## config.mk

```make
export PLATFORM = sky130hd
export DESIGN_NAME = can_crc_check_flat
export DESIGN_NICKNAME = d
export VERILOG_FILES = /design/src/rtl/can_crc_check_if.sv /design/src/rtl/can_crc_check.sv /design/src/flat_wrapper.sv
export SDC_FILE = /design/constraint.sdc
export NUM_CORES = 1
export LEC_CHECK = 0
export ABC_AREA = 1
export BUFFER_PORTS_ARGS = -buffer_cell sky130_fd_sc_hd__buf_2
export CAP_MARGIN = 0
export CORE_MARGIN = 4
export CORE_UTILIZATION = 40
export CTS_CLUSTER_DIAMETER = 150
export DETAILED_ROUTE_END_ITERATION = 12
export MAX_ROUTING_LAYER = met4
export PLACE_DENSITY_LB_ADDON = 0.08
export SLEW_MARGIN = 20
export SYNTH_ARGS = -nofsm -noshare
export SYNTH_HDL_FRONTEND = slang
export SYNTH_SLANG_ARGS = --single-unit
export TNS_END_PERCENT = 5
```

## constraint.sdc

```tcl
create_clock -name clk -period 2.55 [get_ports clk]
set_clock_uncertainty 0.2 [all_clocks]
set_input_delay 0.3825 -clock clk [delete_from_list [all_inputs] [get_ports clk]]
set_output_delay 0.3825 -clock clk [all_outputs]
set_load 0.1 [all_outputs]
```

## src/rtl/can_crc_check_if.sv

```systemverilog
// ---------------------------------------------------------------------------
// can_crc_check_if
// Bundle between the bit destuffer / RX frame controller and the CAN CRC
// checker.
//   din, bit_en, frame_start, abort   : destuffed bit stream and control (to checker)
//   busy, done                        : frame-in-progress flag and completion pulse
//   crc_ok, crc_err, form_err         : held result flags
//   calc_crc, rx_crc, dlc             : computed CRC, received CRC, raw DLC
// Modports: master = bit source / frame controller, slave = checker.
// ---------------------------------------------------------------------------
interface can_crc_check_if;
  logic        din;
  logic        bit_en;
  logic        frame_start;
  logic        abort;
  logic        busy;
  logic        done;
  logic        crc_ok;
  logic        crc_err;
  logic        form_err;
  logic [14:0] calc_crc;
  logic [14:0] rx_crc;
  logic [3:0]  dlc;

  modport master (
    output din, bit_en, frame_start, abort,
    input  busy, done, crc_ok, crc_err, form_err, calc_crc, rx_crc, dlc
  );

  modport slave (
    input  din, bit_en, frame_start, abort,
    output busy, done, crc_ok, crc_err, form_err, calc_crc, rx_crc, dlc
  );
endinterface

```

## src/rtl/can_crc_check.sv

```systemverilog
// ---------------------------------------------------------------------------
// can_crc_check
// Receive-side CAN 2.0 CRC-15 checker. It follows the destuffed bit stream
// from SOF, parses the header to find RTR/DLC, runs the CRC-15 LFSR over
// SOF..end-of-data, captures the 15 received CRC bits, compares them and
// checks the CRC delimiter.
//
// Ports
//   clk    : system clock
//   rst_n  : asynchronous active-low reset
//   bus    : can_crc_check_if.slave
//            in : din, bit_en, frame_start, abort
//            out: busy, done, crc_ok, crc_err, form_err, calc_crc, rx_crc, dlc
//
// Parameters
//   POLY      : CRC-15 generator polynomial (x^15 term implicit)
//   MAX_BYTES : data byte cap; larger DLC values are clamped to it
//
// Configuration macro
//   CAN_EXT_FRAME_EN : when defined, IDE=1 selects the 39-bit extended header.
//                      When undefined, an IDE=1 bit ends the frame with form_err.
// ---------------------------------------------------------------------------
module can_crc_check #(
  parameter logic [14:0] POLY      = 15'h4599,
  parameter int          MAX_BYTES = 8
) (
  input logic            clk,
  input logic            rst_n,
  can_crc_check_if.slave bus
);

  typedef enum logic [2:0] {
    ST_IDLE,
    ST_HDR,
    ST_DATA,
    ST_CRC,
    ST_DELIM
  } state_t;

  // Header bit positions, SOF being position 0.
  localparam logic [6:0] LP_RTR_STD_IDX = 7'd12;
  localparam logic [6:0] LP_IDE_IDX     = 7'd13;
  localparam logic [6:0] LP_STD_LAST    = 7'd18;
  localparam logic [6:0] LP_EXT_LAST    = 7'd38;
`ifdef CAN_EXT_FRAME_EN
  localparam logic [6:0] LP_RTR_EXT_IDX = 7'd32;
`endif
  localparam logic [3:0] LP_MAX_BYTES   = 4'(MAX_BYTES);

  state_t      r_state,    w_state_next;
  logic [6:0]  r_cnt,      w_cnt_next;
  logic [14:0] r_lfsr,     w_lfsr_next;
  logic [14:0] r_calc_crc, w_calc_crc_next;
  logic [14:0] r_rx_crc,   w_rx_crc_next;
  logic [3:0]  r_dlc,      w_dlc_next;
  logic        r_rtr,      w_rtr_next;
  logic        r_ide,      w_ide_next;
  logic        r_done,     w_done_next;
  logic        r_crc_ok,   w_crc_ok_next;
  logic        r_crc_err,  w_crc_err_next;
  logic        r_form_err, w_form_err_next;

  logic [14:0] w_lfsr_step;
  logic [14:0] w_lfsr_sof;
  logic [3:0]  w_dlc_full;
  logic [3:0]  w_bytes;
  logic [6:0]  w_data_bits;
  logic [6:0]  w_hdr_last;

  function automatic logic [14:0] lfsr_step(input logic [14:0] s, input logic b);
    logic fb;
    fb = b ^ s[14];
    return {s[13:0], 1'b0} ^ (fb ? POLY : 15'd0);
  endfunction

  assign w_lfsr_step = lfsr_step(r_lfsr, bus.din);
  // A new frame starts from a cleared LFSR with the SOF bit already clocked in.
  assign w_lfsr_sof  = lfsr_step(15'd0, bus.din);

  // DLC including the bit currently on din; only meaningful on the last DLC bit.
  assign w_dlc_full  = {r_dlc[2:0], bus.din};
  assign w_bytes     = (w_dlc_full > LP_MAX_BYTES) ? LP_MAX_BYTES : w_dlc_full;
  assign w_data_bits = r_rtr ? 7'd0 : {w_bytes, 3'b000};
  // r_ide can only be 1 past the IDE bit when the extended header is enabled.
  assign w_hdr_last  = r_ide ? LP_EXT_LAST : LP_STD_LAST;

  always_ff @(posedge clk or negedge rst_n) begin
    if (!rst_n) begin
      r_state    <= ST_IDLE;
      r_cnt      <= '0;
      r_lfsr     <= '0;
      r_calc_crc <= '0;
      r_rx_crc   <= '0;
      r_dlc      <= '0;
      r_rtr      <= 1'b0;
      r_ide      <= 1'b0;
      r_done     <= 1'b0;
      r_crc_ok   <= 1'b0;
      r_crc_err  <= 1'b0;
      r_form_err <= 1'b0;
    end else begin
      r_state    <= w_state_next;
      r_cnt      <= w_cnt_next;
      r_lfsr     <= w_lfsr_next;
      r_calc_crc <= w_calc_crc_next;
      r_rx_crc   <= w_rx_crc_next;
      r_dlc      <= w_dlc_next;
      r_rtr      <= w_rtr_next;
      r_ide      <= w_ide_next;
      r_done     <= w_done_next;
      r_crc_ok   <= w_crc_ok_next;
      r_crc_err  <= w_crc_err_next;
      r_form_err <= w_form_err_next;
    end
  end

  always_comb begin
    w_state_next    = r_state;
    w_cnt_next      = r_cnt;
    w_lfsr_next     = r_lfsr;
    w_calc_crc_next = r_calc_crc;
    w_rx_crc_next   = r_rx_crc;
    w_dlc_next      = r_dlc;
    w_rtr_next      = r_rtr;
    w_ide_next      = r_ide;
    w_done_next     = 1'b0;
    w_crc_ok_next   = r_crc_ok;
    w_crc_err_next  = r_crc_err;
    w_form_err_next = r_form_err;

    if (bus.abort) begin
      // Abort wins over a simultaneous frame_start.
      w_state_next    = ST_IDLE;
      w_crc_ok_next   = 1'b0;
      w_crc_err_next  = 1'b0;
      w_form_err_next = 1'b0;
    end else if (bus.bit_en && bus.frame_start) begin
      // SOF from any state; a frame in progress is dropped silently.
      w_state_next    = ST_HDR;
      w_cnt_next      = 7'd1;
      w_lfsr_next     = w_lfsr_sof;
      w_dlc_next      = '0;
      w_rtr_next      = 1'b0;
      w_ide_next      = 1'b0;
      w_crc_ok_next   = 1'b0;
      w_crc_err_next  = 1'b0;
      w_form_err_next = 1'b0;
    end else if (bus.bit_en) begin
      case (r_state)
        ST_IDLE: begin
          // Bits outside a frame are ignored.
        end

        ST_HDR: begin
          w_lfsr_next = w_lfsr_step;
          w_cnt_next  = r_cnt + 7'd1;
          if (r_cnt == LP_RTR_STD_IDX) begin
            // In an extended header this is SRR; the real RTR overwrites it later.
            w_rtr_next = bus.din;
          end
          if (r_cnt == LP_IDE_IDX) begin
            w_ide_next = bus.din;
`ifndef CAN_EXT_FRAME_EN
            if (bus.din) begin
              w_form_err_next = 1'b1;
              w_done_next     = 1'b1;
              w_state_next    = ST_IDLE;
            end
`endif
          end
`ifdef CAN_EXT_FRAME_EN
          if (r_ide && (r_cnt == LP_RTR_EXT_IDX)) begin
            w_rtr_next = bus.din;
          end
`endif
          if (r_cnt >= (w_hdr_last - 7'd3)) begin
            w_dlc_next = w_dlc_full;
          end
          if (r_cnt == w_hdr_last) begin
            if (w_data_bits != 7'd0) begin
              w_state_next = ST_DATA;
              w_cnt_next   = w_data_bits;
            end else begin
              w_state_next    = ST_CRC;
              w_cnt_next      = '0;
              w_calc_crc_next = w_lfsr_step;
              w_rx_crc_next   = '0;
            end
          end
        end

        ST_DATA: begin
          // r_cnt holds the number of data bits still to come, including this one.
          w_lfsr_next = w_lfsr_step;
          if (r_cnt == 7'd1) begin
            w_state_next    = ST_CRC;
            w_cnt_next      = '0;
            w_calc_crc_next = w_lfsr_step;
            w_rx_crc_next   = '0;
          end else begin
            w_cnt_next = r_cnt - 7'd1;
          end
        end

        ST_CRC: begin
          w_rx_crc_next = {r_rx_crc[13:0], bus.din};
          w_cnt_next    = r_cnt + 7'd1;
          if (r_cnt == 7'd14) begin
            w_state_next = ST_DELIM;
          end
        end

        ST_DELIM: begin
          w_crc_err_next  = (r_rx_crc != r_calc_crc);
          w_form_err_next = ~bus.din;
          w_crc_ok_next   = (r_rx_crc == r_calc_crc) & bus.din;
          w_done_next     = 1'b1;
          w_state_next    = ST_IDLE;
        end

        default: begin
          w_state_next = ST_IDLE;
        end
      endcase
    end
  end

  assign bus.busy     = (r_state != ST_IDLE);
  assign bus.done     = r_done;
  assign bus.crc_ok   = r_crc_ok;
  assign bus.crc_err  = r_crc_err;
  assign bus.form_err = r_form_err;
  assign bus.calc_crc = r_calc_crc;
  assign bus.rx_crc   = r_rx_crc;
  assign bus.dlc      = r_dlc;

endmodule
```

## src/flat_wrapper.sv

```systemverilog
// flat-port wrapper written by rule: the top's interface ports become plain ports
module can_crc_check_flat 
#(
  parameter logic [14:0] POLY      = 15'h4599,
  parameter int          MAX_BYTES = 8
)
  (clk, rst_n, bus_din, bus_bit_en, bus_frame_start, bus_abort, bus_busy, bus_done, bus_crc_ok, bus_crc_err, bus_form_err, bus_calc_crc, bus_rx_crc, bus_dlc);
  can_crc_check_if bus_i ();
  input logic clk;
  input logic rst_n;
  input wire logic [$bits(bus_i.din)-1:0] bus_din;
  input wire logic [$bits(bus_i.bit_en)-1:0] bus_bit_en;
  input wire logic [$bits(bus_i.frame_start)-1:0] bus_frame_start;
  input wire logic [$bits(bus_i.abort)-1:0] bus_abort;
  output wire logic [$bits(bus_i.busy)-1:0] bus_busy;
  output wire logic [$bits(bus_i.done)-1:0] bus_done;
  output wire logic [$bits(bus_i.crc_ok)-1:0] bus_crc_ok;
  output wire logic [$bits(bus_i.crc_err)-1:0] bus_crc_err;
  output wire logic [$bits(bus_i.form_err)-1:0] bus_form_err;
  output wire logic [$bits(bus_i.calc_crc)-1:0] bus_calc_crc;
  output wire logic [$bits(bus_i.rx_crc)-1:0] bus_rx_crc;
  output wire logic [$bits(bus_i.dlc)-1:0] bus_dlc;
  assign bus_i.din = bus_din;
  assign bus_i.bit_en = bus_bit_en;
  assign bus_i.frame_start = bus_frame_start;
  assign bus_i.abort = bus_abort;
  assign bus_busy = bus_i.busy;
  assign bus_done = bus_i.done;
  assign bus_crc_ok = bus_i.crc_ok;
  assign bus_crc_err = bus_i.crc_err;
  assign bus_form_err = bus_i.form_err;
  assign bus_calc_crc = bus_i.calc_crc;
  assign bus_rx_crc = bus_i.rx_crc;
  assign bus_dlc = bus_i.dlc;
  can_crc_check #(.POLY(POLY), .MAX_BYTES(MAX_BYTES)) u_core (.clk(clk), .rst_n(rst_n), .bus(bus_i));
endmodule
```

-- After elaboration in Yosys (flattened, before gate mapping)
Index checks and enable logic that the tools add are counted.
- register bits: 65
- bits of input ports: 6
- output and inout bits: 39
- logic and storage cells: 135
- add/sub/neg operators: 3
- magnitude comparators: 2
- equal/unequal tests: 21
- muxes and demuxes: 64
- bitwise gates (word level): 6
- reductions and logical operators: 27
- operators by type and width (operator ; number):
    15-bit two-way mux ; 11
    15-bit one-hot mux with 3 select lines ; 1
    7-bit two-way mux ; 6
    15-bit one-hot mux with 2 select lines ; 1
    1-bit two-way mux ; 27
    3-bit two-way mux ; 8
    7-bit by 4-bit == test with 1-bit output (second input constant) ; 3
    7-bit one-hot mux with 3 select lines ; 1
    4-bit two-way mux ; 5
    4-bit AND reduction ; 4
    15-bit == test ; 1
    15-bit != test ; 1
    15-bit bitwise XOR ; 1
    7-bit AND reduction ; 2
    2-bit nonzero test ; 7
    4-bit by 2-bit != test with 1-bit output (second input constant) ; 3
    3-bit one-hot mux with 4 select lines ; 1
    3-bit nonzero test ; 4
    4-bit nonzero test ; 2
    7-bit by 1-bit adder with 7-bit output (second input constant) ; 1
    7-bit by 1-bit == test with 1-bit output (second input constant) ; 1
    7-bit == test ; 1
    7-bit greater-or-equal comparator ; 1
    7-bit nonzero test ; 1
    23 further kinds ; 29

-- Depth between registers and ports, before layout
Gate-level depths: netlist of the first run.
- depth after elaboration: 10
- mapped depth: 12
- mapped depth without buffers: 11

-- Least setup slack after synthesis of the first run
OpenSTA, ideal clock, no wires.
- path type: reg-to-reg
- from: reg u_core.r_dlc[2] (netlist: u_core.bus.dlc[2])
- to: reg u_core.r_rx_crc[11] (netlist: u_core.bus.rx_crc[11])
- library setup time: 123 ps
- data arrival time: 1955 ps
- data required time: 2227 ps
- setup slack: 272 ps
- cell stages (with the launch flop): 11
- path buffers: 1
- period minus slack after synthesis: 2278 ps
- cell sequence: dfrtp_1 > inv_1 > nand3_1 > nand2_1 > nor2_1 > nand2_1 > nand2_2 > nand3_4 > buf_6 > nand2_1 > o21ai_2
- word-level cells in the longest chain between the ends: 6
- ends and longest elaborated chain (item ; line ; RTL):
    start: declaration ; can_crc_check.sv:55 ; logic [3:0] r_dlc, w_dlc_next;
    start signal: assignment ; can_crc_check.sv:107 ; r_dlc <= w_dlc_next;
    4-bit greater-than comparator ; can_crc_check.sv:82 ; assign w_bytes = (w_dlc_full > LP_MAX_BYTES) ? LP_MAX_BYTES : w_dlc_full;
    4-bit two-way mux * ; can_crc_check.sv:82 ;
    7-bit two-way mux * ; can_crc_check.sv:83 ; assign w_data_bits = r_rtr ? 7'd0 : {w_bytes, 3'b000};
    7-bit nonzero test * ; can_crc_check.sv:180 ; if (w_data_bits != 7'd0) begin
    2-bit != test (no source line) * ; - ;
    7-bit AND reduction (no source line) * ; - ;
    end signal: assignment ; can_crc_check.sv:106 ; r_rx_crc <= w_rx_crc_next;
    end: declaration ; can_crc_check.sv:54 ; logic [14:0] r_rx_crc, w_rx_crc_next;
Mark *: on every way between the ends. The rest lies on a longest branch, timed or not.
A chain may end at the register's enable or synchronous reset.

-- Worst setup path after layout of the first run
- from: reg u_core.r_ide
- to: reg u_core.r_calc_crc[0] (netlist: u_core.bus.calc_crc[0])
- word-level cells in the longest chain between the ends: 4
- ends and longest elaborated chain (item ; line ; RTL):
    start: declaration ; can_crc_check.sv:57 ; logic r_ide, w_ide_next;
    start signal: assignment ; can_crc_check.sv:109 ; r_ide <= w_ide_next;
    6-bit two-way mux ; can_crc_check.sv:85 ; assign w_hdr_last = r_ide ? LP_EXT_LAST : LP_STD_LAST;
    7-bit == test ; can_crc_check.sv:179 ; if (r_cnt == w_hdr_last) begin
    2-bit by 1-bit != test with 1-bit output (no source line) ; - ;
    7-bit AND reduction (no source line) ; - ;
    end signal: assignment ; can_crc_check.sv:105 ; r_calc_crc <= w_calc_crc_next;
    end: declaration ; can_crc_check.sv:53 ; logic [14:0] r_calc_crc, w_calc_crc_next;
Every way passes these cells.

==> results.py, run 1 <==
metrics = {
    "clocking": {
        "post_cts_resized": 0,
        "insertion_delay_ps": 350,
        "clock_sinks": 65,
        "cts_buffer_depth": 2,
        "ctsHoldBuffers": 1,
        "cts_tree": "built",
        "path_clk_slew_ps": 70,
        "numCtsBuffers": 9,
        "cts_max_level": 3,
        "cts-root-buf": "clkbuf_8",
        "cts_setup_buffers": 0,
    },
    "layout": {
        "syn_to_final_growth_pct": 13.55,
        "multiInputGateArea_mm2": 0.001972,
        "postLayoutCellArea_mm2": 0.004446,
        "regArea_mm2": 0.001627,
        "fillers": 989,
        "n_antenna_cell": 0,
        "nets": 550,
        "layout-drive-gt1-share": 0.2380,
        "fin_util": 0.4744,
    },
    "logic_synthesis": {
        "synth_top_area_share": 0.4155,
        "syn-num-nets": 500,
        "syn_area_mm2": 0.003915,
        "synth-compound-area-share": 0.1269,
        "ys.flop_type": "dfrtp_1",
        "synthMuxAreaShare": 0,
        "ys_seq_elements": 65,
        "yosysUniqueCellTypes": 34,
        "yosys.area_share.simple": 0.2985,
        "syn_inst": 487,
        "syn_avg_cell_area_um2": 8.039,
        "synth.top_cells.by_area": "dfrtp_1, nand2_1, o21ai_2",
        "synth_warnings": 0,
        "synth_common_cells": "nand2_1, dfrtp_1, nand3_1",
        "synth_top_family_by_area": "simple AND/OR/NAND/NOR gates",
        "synth.most_common_cell": "nand2_1",
        "ys_seq_area_frac": 0.4155,
        "synthXorXnorAreaFrac": 0.05593,
        "yosys.area_share.adder": 0.02237,
        "yosys.area.top_type": "dfrtp_1",
        "synth_edf_count": 0,
        "synthArstFlopShare": 1.000,
    },
    "floorplan": {
        "coreArea_mm2": 0.009371,
        "initial_core_util": 0.4178,
        "ios": 45,
        "die_w_um": 106.9,
        "die_h_um": 106.9,
        "row_count": 35,
        "die-area_mm2": 0.01143,
    },
    "power": {
        "irDropWorstVdd_uv": 584.0,
        "cellLeakagePower_nw": 2.203,
        "power_per_cell_area_mw_per_mm2": 1037,
    },
    "drt": {
        "dr.pass1.iters": 4,
        "wirelength_um": 9609,
        "vias_per_cell": 4.893,
        "drtIter0Drc": 229,
        "wl_per_cell_um": 14.32,
        "antenna_left": 0,
        "vias": 3283,
        "drc": 0,
    },
    "global_route": {
        "grt_max_degree": 66,
        "first_global_vias": 3061,
        "grtUsageTotal": 0.1809,
        "grt_pass1_wl_um": 15930,
        "antenna_found_initial": 0,
        "overflow": 0,
    },
    "status": {
        "status": "finished clean",
    },
    "setup_path": {
        "critical-path-top-delay-family": "simple AND/OR/NAND/NOR gates",
        "crit_type": "register to register",
        "path_max_fanout": 30,
        "path_buf_inv": 2,
        "cp.required_ps": 2570,
        "cpPeakStageDelay_ps": 420,
        "crit_arrival_ps": 2340,
        "start_kind": "register",
        "slowest_stage": "dfrtp_1",
        "cp-end-kind": "register",
        "cp_cell_sequence": "inv_2 > ha_1 > inv_1 > nor2_4 > nand3_2 > nor2_4 > nand2_1 > nand2_2 > nand3b_4 > nand2_1 > o21ai_2",
    },
    "timing": {
        "slew_headroom": 0.6706,
        "hold_violations": 0,
        "fmax_mhz": 430.6,
        "finalCriticalPeriod_ps": 2323,
        "finalMaxSlewViolations": 0,
        "setup_viol": 0,
        "fin_tns_setup_ps": 0,
        "final.period_utilization": 0.9108,
        "rsz0062_at_grt": "no",
        "tightestPinTransition_ps": 490.8,
        "hold-worst-slack_ps": 67.48,
    },
    "run": {
        "drv_cap": 0,
    },
    "worst_hold_path": {
        "worstHoldPathType": "input port to register",
    },
    "placement": {
        "placed_area_mm2": 0.004240,
        "dp_hpwl_um": 7241,
        "place.gp.congestion": 0.8812,
        "numPortBuffers": 44,
    },
}
stage by stage:
stage	setup WS, ps	cells	power, mW
6_report	227.4	671	4.612
3_3_place_gp	286.3	654	3.755
3_5_place_dp	232.2	654	3.773
2_1_floorplan	271.9	487	3.350
4_1_cts	205.7	671	4.658
5_1_grt	8.238	671	4.876
per-layer routing:
layer	vias up	routed length, um	track usage
met5	-	0	-
met4	0	124	0.04475
met3	13	461	0.03612
met2	75	3966	0.2446
met1	1518	5057	0.2754
li1	1677	-	-
layout make-up:
cell class / instances / share of cell area
inverter: 50 / 0.04222
multi-input combinational: 358 / 0.4436
clock buffer: 9 / 0.02786
timing repair buffer: 53 / 0.06811
clock inverter: 7 / 0.01604
sequential: 65 / 0.3659
tap: 129 / 0.03631
cell usage in the layout (no fill, tap or decap), types with 7 or more instances in the layout:
cell type  count
nand2_1      135
xor2_1         7
dfrtp_1       65
a21oi_1       11
o21ai_2       30
nand2_2        7
xnor2_1       18
buf_2         44
nand4_1       13
buf_4          7
inv_2          8
ha_1           7
clkbuf_8       9
nand3_1       41
inv_1         40
nor2_1        38
o21ai_0       23
final timing paths:
path	startpoint	cells past startpoint	to	slack, ps
max	u_core.r_ide	11	u_core.bus.calc_crc[0]	230
min	bus_frame_start	2	u_core.bus.done	70
max reg2reg	u_core.r_ide	11	u_core.bus.calc_crc[0]	230
min reg2reg	u_core.bus.dlc[3]	2	u_core.bus.dlc[3]	280
max in group asynchronous	rst_n	3	u_core.r_lfsr[7]	1480
min in group asynchronous	rst_n	3	u_core.r_state[0]	370
power by group:
group	internal [mW]	switching (mW)
registers	1.28	0.236
clock network	0.451	0.419
logic	0.496	1.73
total	2.22	2.39
logic make-up after synthesis:
family / count (synthesis)
compound gates: 72
xor+xnor: 25
fa+ha+maj: 7
buf+inv: 64
flops: 65
simple gates: 254
registers in the layout (all words and copies together), names as in the netlist:
register,cells
u_core.bus.calc_crc,15
u_core.bus.crc_err,1
u_core.bus.crc_ok,1
u_core.bus.dlc,4
u_core.bus.done,1
u_core.bus.form_err,1
u_core.bus.rx_crc,15
u_core.r_cnt,7
u_core.r_ide,1
u_core.r_lfsr,15
u_core.r_rtr,1
u_core.r_state,3
No activity file was read; power rests on OpenSTA's default activity.
==> inputs of run 2 (changes only) <==
clock period = 2.7 ns   (was 2.55 ns; I/O delays follow)
==> results.py, run 2 (synthesis results as in run 1) <==
metrics = {
    "status": {
        "status": "finished clean",
    },
    "timing": {
        "hold-worst-slack_ps": 101.4,
        "finalCriticalPeriod_ps": 2379,
        "finalMaxSlewViolations": 0,
        "rsz0062_at_grt": "no",
        "hold_violations": 0,
        "final.period_utilization": 0.8811,
        "slew_headroom": 0.6804,
        "fmax_mhz": 420.4,
        "tightestPinTransition_ps": 476.2,
        "setup_viol": 0,
        "fin_tns_setup_ps": 0,
    },
    "layout": {
        "multiInputGateArea_mm2": 0.001972,
        "final_common_cell": "nand2_1",
        "n_antenna_cell": 0,
        "layout-drive-gt1-share": 0.2333,
        "fillers": 964,
        "fin_cells": 669,
        "syn_to_final_growth_pct": 13.36,
        "regArea_mm2": 0.001627,
        "fin_util": 0.4736,
        "nets": 549,
        "layout.cells.most_common_list": "nand2_1, dfrtp_1, buf_2, nand3_1, inv_1",
    },
    "setup_path": {
        "reg2reg_slack_ps": 320,
        "crit_arrival_ps": 2400,
        "path_buf_inv": 0,
        "cp.depth": 9,
        "r2r-end": "u_core.bus.rx_crc[13]",
        "cp-startpoint": "u_core.r_cnt[2]",
        "r2r_cells": 9,
        "critical-path-top-delay-family": "simple AND/OR/NAND/NOR gates",
        "cp.required_ps": 2720,
        "r2r_start": "u_core.r_cnt[2]",
        "crit_type": "register to register",
        "cpPeakStageDelay_ps": 480,
        "slowest_stage": "dfrtp_1",
        "path_max_fanout": 30,
        "cp-end-kind": "register",
        "crit_end": "u_core.bus.rx_crc[13]",
        "start_kind": "register",
        "path_common_cell": "nand2_1",
        "cp_cell_sequence": "ha_1 > nor2_1 > nand2_1 > nor2_4 > nand2_1 > nand2_2 > nand3_4 > nand2_1 > o21ai_2",
    },
    "drt": {
        "antenna_left": 0,
        "drc": 0,
        "wirelength_um": 9551,
        "drtIter0Drc": 262,
        "vias_per_cell": 4.969,
        "wl_per_cell_um": 14.28,
        "vias": 3324,
        "dr.pass1.iters": 5,
    },
    "placement": {
        "dp_hpwl_um": 7158,
        "numPortBuffers": 44,
        "place.gp.congestion": 0.9274,
        "dp.cells": 653,
    },
    "global_route": {
        "grt_max_degree": 66,
        "grtUsageTotal": 0.1832,
        "overflow": 0,
        "grt_pass1_wl_um": 16140,
        "antenna_found_initial": 0,
        "first_global_vias": 3148,
    },
    "power": {
        "fin_total_pwr_mw": 4.370,
        "irDropWorstVdd_uv": 591.2,
        "cellLeakagePower_nw": 2.196,
        "power_per_cell_area_mw_per_mm2": 984.6,
    },
    "clocking": {
        "cts_max_level": 3,
        "path_clk_slew_ps": 70,
        "numCtsBuffers": 9,
        "cts-root-buf": "clkbuf_8",
        "cts_tree": "built",
        "insertion_delay_ps": 340,
        "cts_buffer_depth": 2,
        "post_cts_resized": 0,
        "clock_sinks": 65,
    },
    "worst_hold_path": {
        "worstHoldPathType": "input port to register",
    },
    "floorplan": {
        "die_w_um": 106.9,
        "row_count": 35,
        "die_h_um": 106.9,
        "coreArea_mm2": 0.009371,
        "die-area_mm2": 0.01143,
        "ios": 45,
        "initial_core_util": 0.4178,
    },
    "run": {
        "drv_cap": 0,
    },
}
[run 2: timing repair]
| item | in CTS | in global routing |
|---|---|---|
| setup buffers | 0 | 0 |
| endpoints found under the hold margin | 65 | 0 |
| hold buffers | 1 | 0 |
[run 2: worst min path at each step]
stage / endpoint / cells past startpoint / startpoint
2_1_floorplan: u_core.bus.calc_crc[0] / 0 / rst_n
3_5_place_dp: u_core.r_state[2] / 2 / rst_n
5_1_grt: u_core.bus.done / 2 / bus_frame_start
3_3_place_gp: u_core.r_state[2] / 2 / rst_n
4_1_cts: u_core.bus.done / 2 / bus_frame_start
6_report: u_core.bus.done / 2 / bus_frame_start
[run 2: worst register-to-register path, cell delays in order, from the launching register on]
cell and delay, ps:
dfrtp_1 480, ha_1 360, nor2_1 110, nand2_1 120
nor2_4 180, nand2_1 80, nand2_2 110, nand3_4 330
nand2_1 210, o21ai_2 70
[run 2: per-stage QoR]
step | setup WS [ps] | instance area (um^2)
after CTS | 320.5 | 4438
after floorplan | 421.9 | 3915
after global routing | 105.5 | 4438
after global placement | 385.7 | 4233
final | 321.1 | 4438
after detailed placement | 325.7 | 4233
[run 2: report_power, final]
part	internal, mW	total [mW]	switching [mW]
Combinational	0.471	2.10	1.63
Clock	0.469	0.834	0.364
Sequential	1.21	1.43	0.225
[run 2: final cells by class]
type                            instances  share of cell area
Inverter                               50             0.04229
Sequential cell                        65              0.3665
Clock inverter                          3            0.009022
Clock buffer                           12             0.03496
Multi-Input combinational cell        358              0.4443
Tap cell                              129             0.03637
Timing Repair Buffer                   52             0.06654
[run 2: metal layers]
metal / up-vias / routed length [um] / GRT usage
met5: - / 0 / -
met4: 0 / 69 / 0.04110
met3: 6 / 496 / 0.04214
li1: 1676 / - / -
met2: 92 / 4106 / 0.2594
met1: 1550 / 4878 / 0.2673
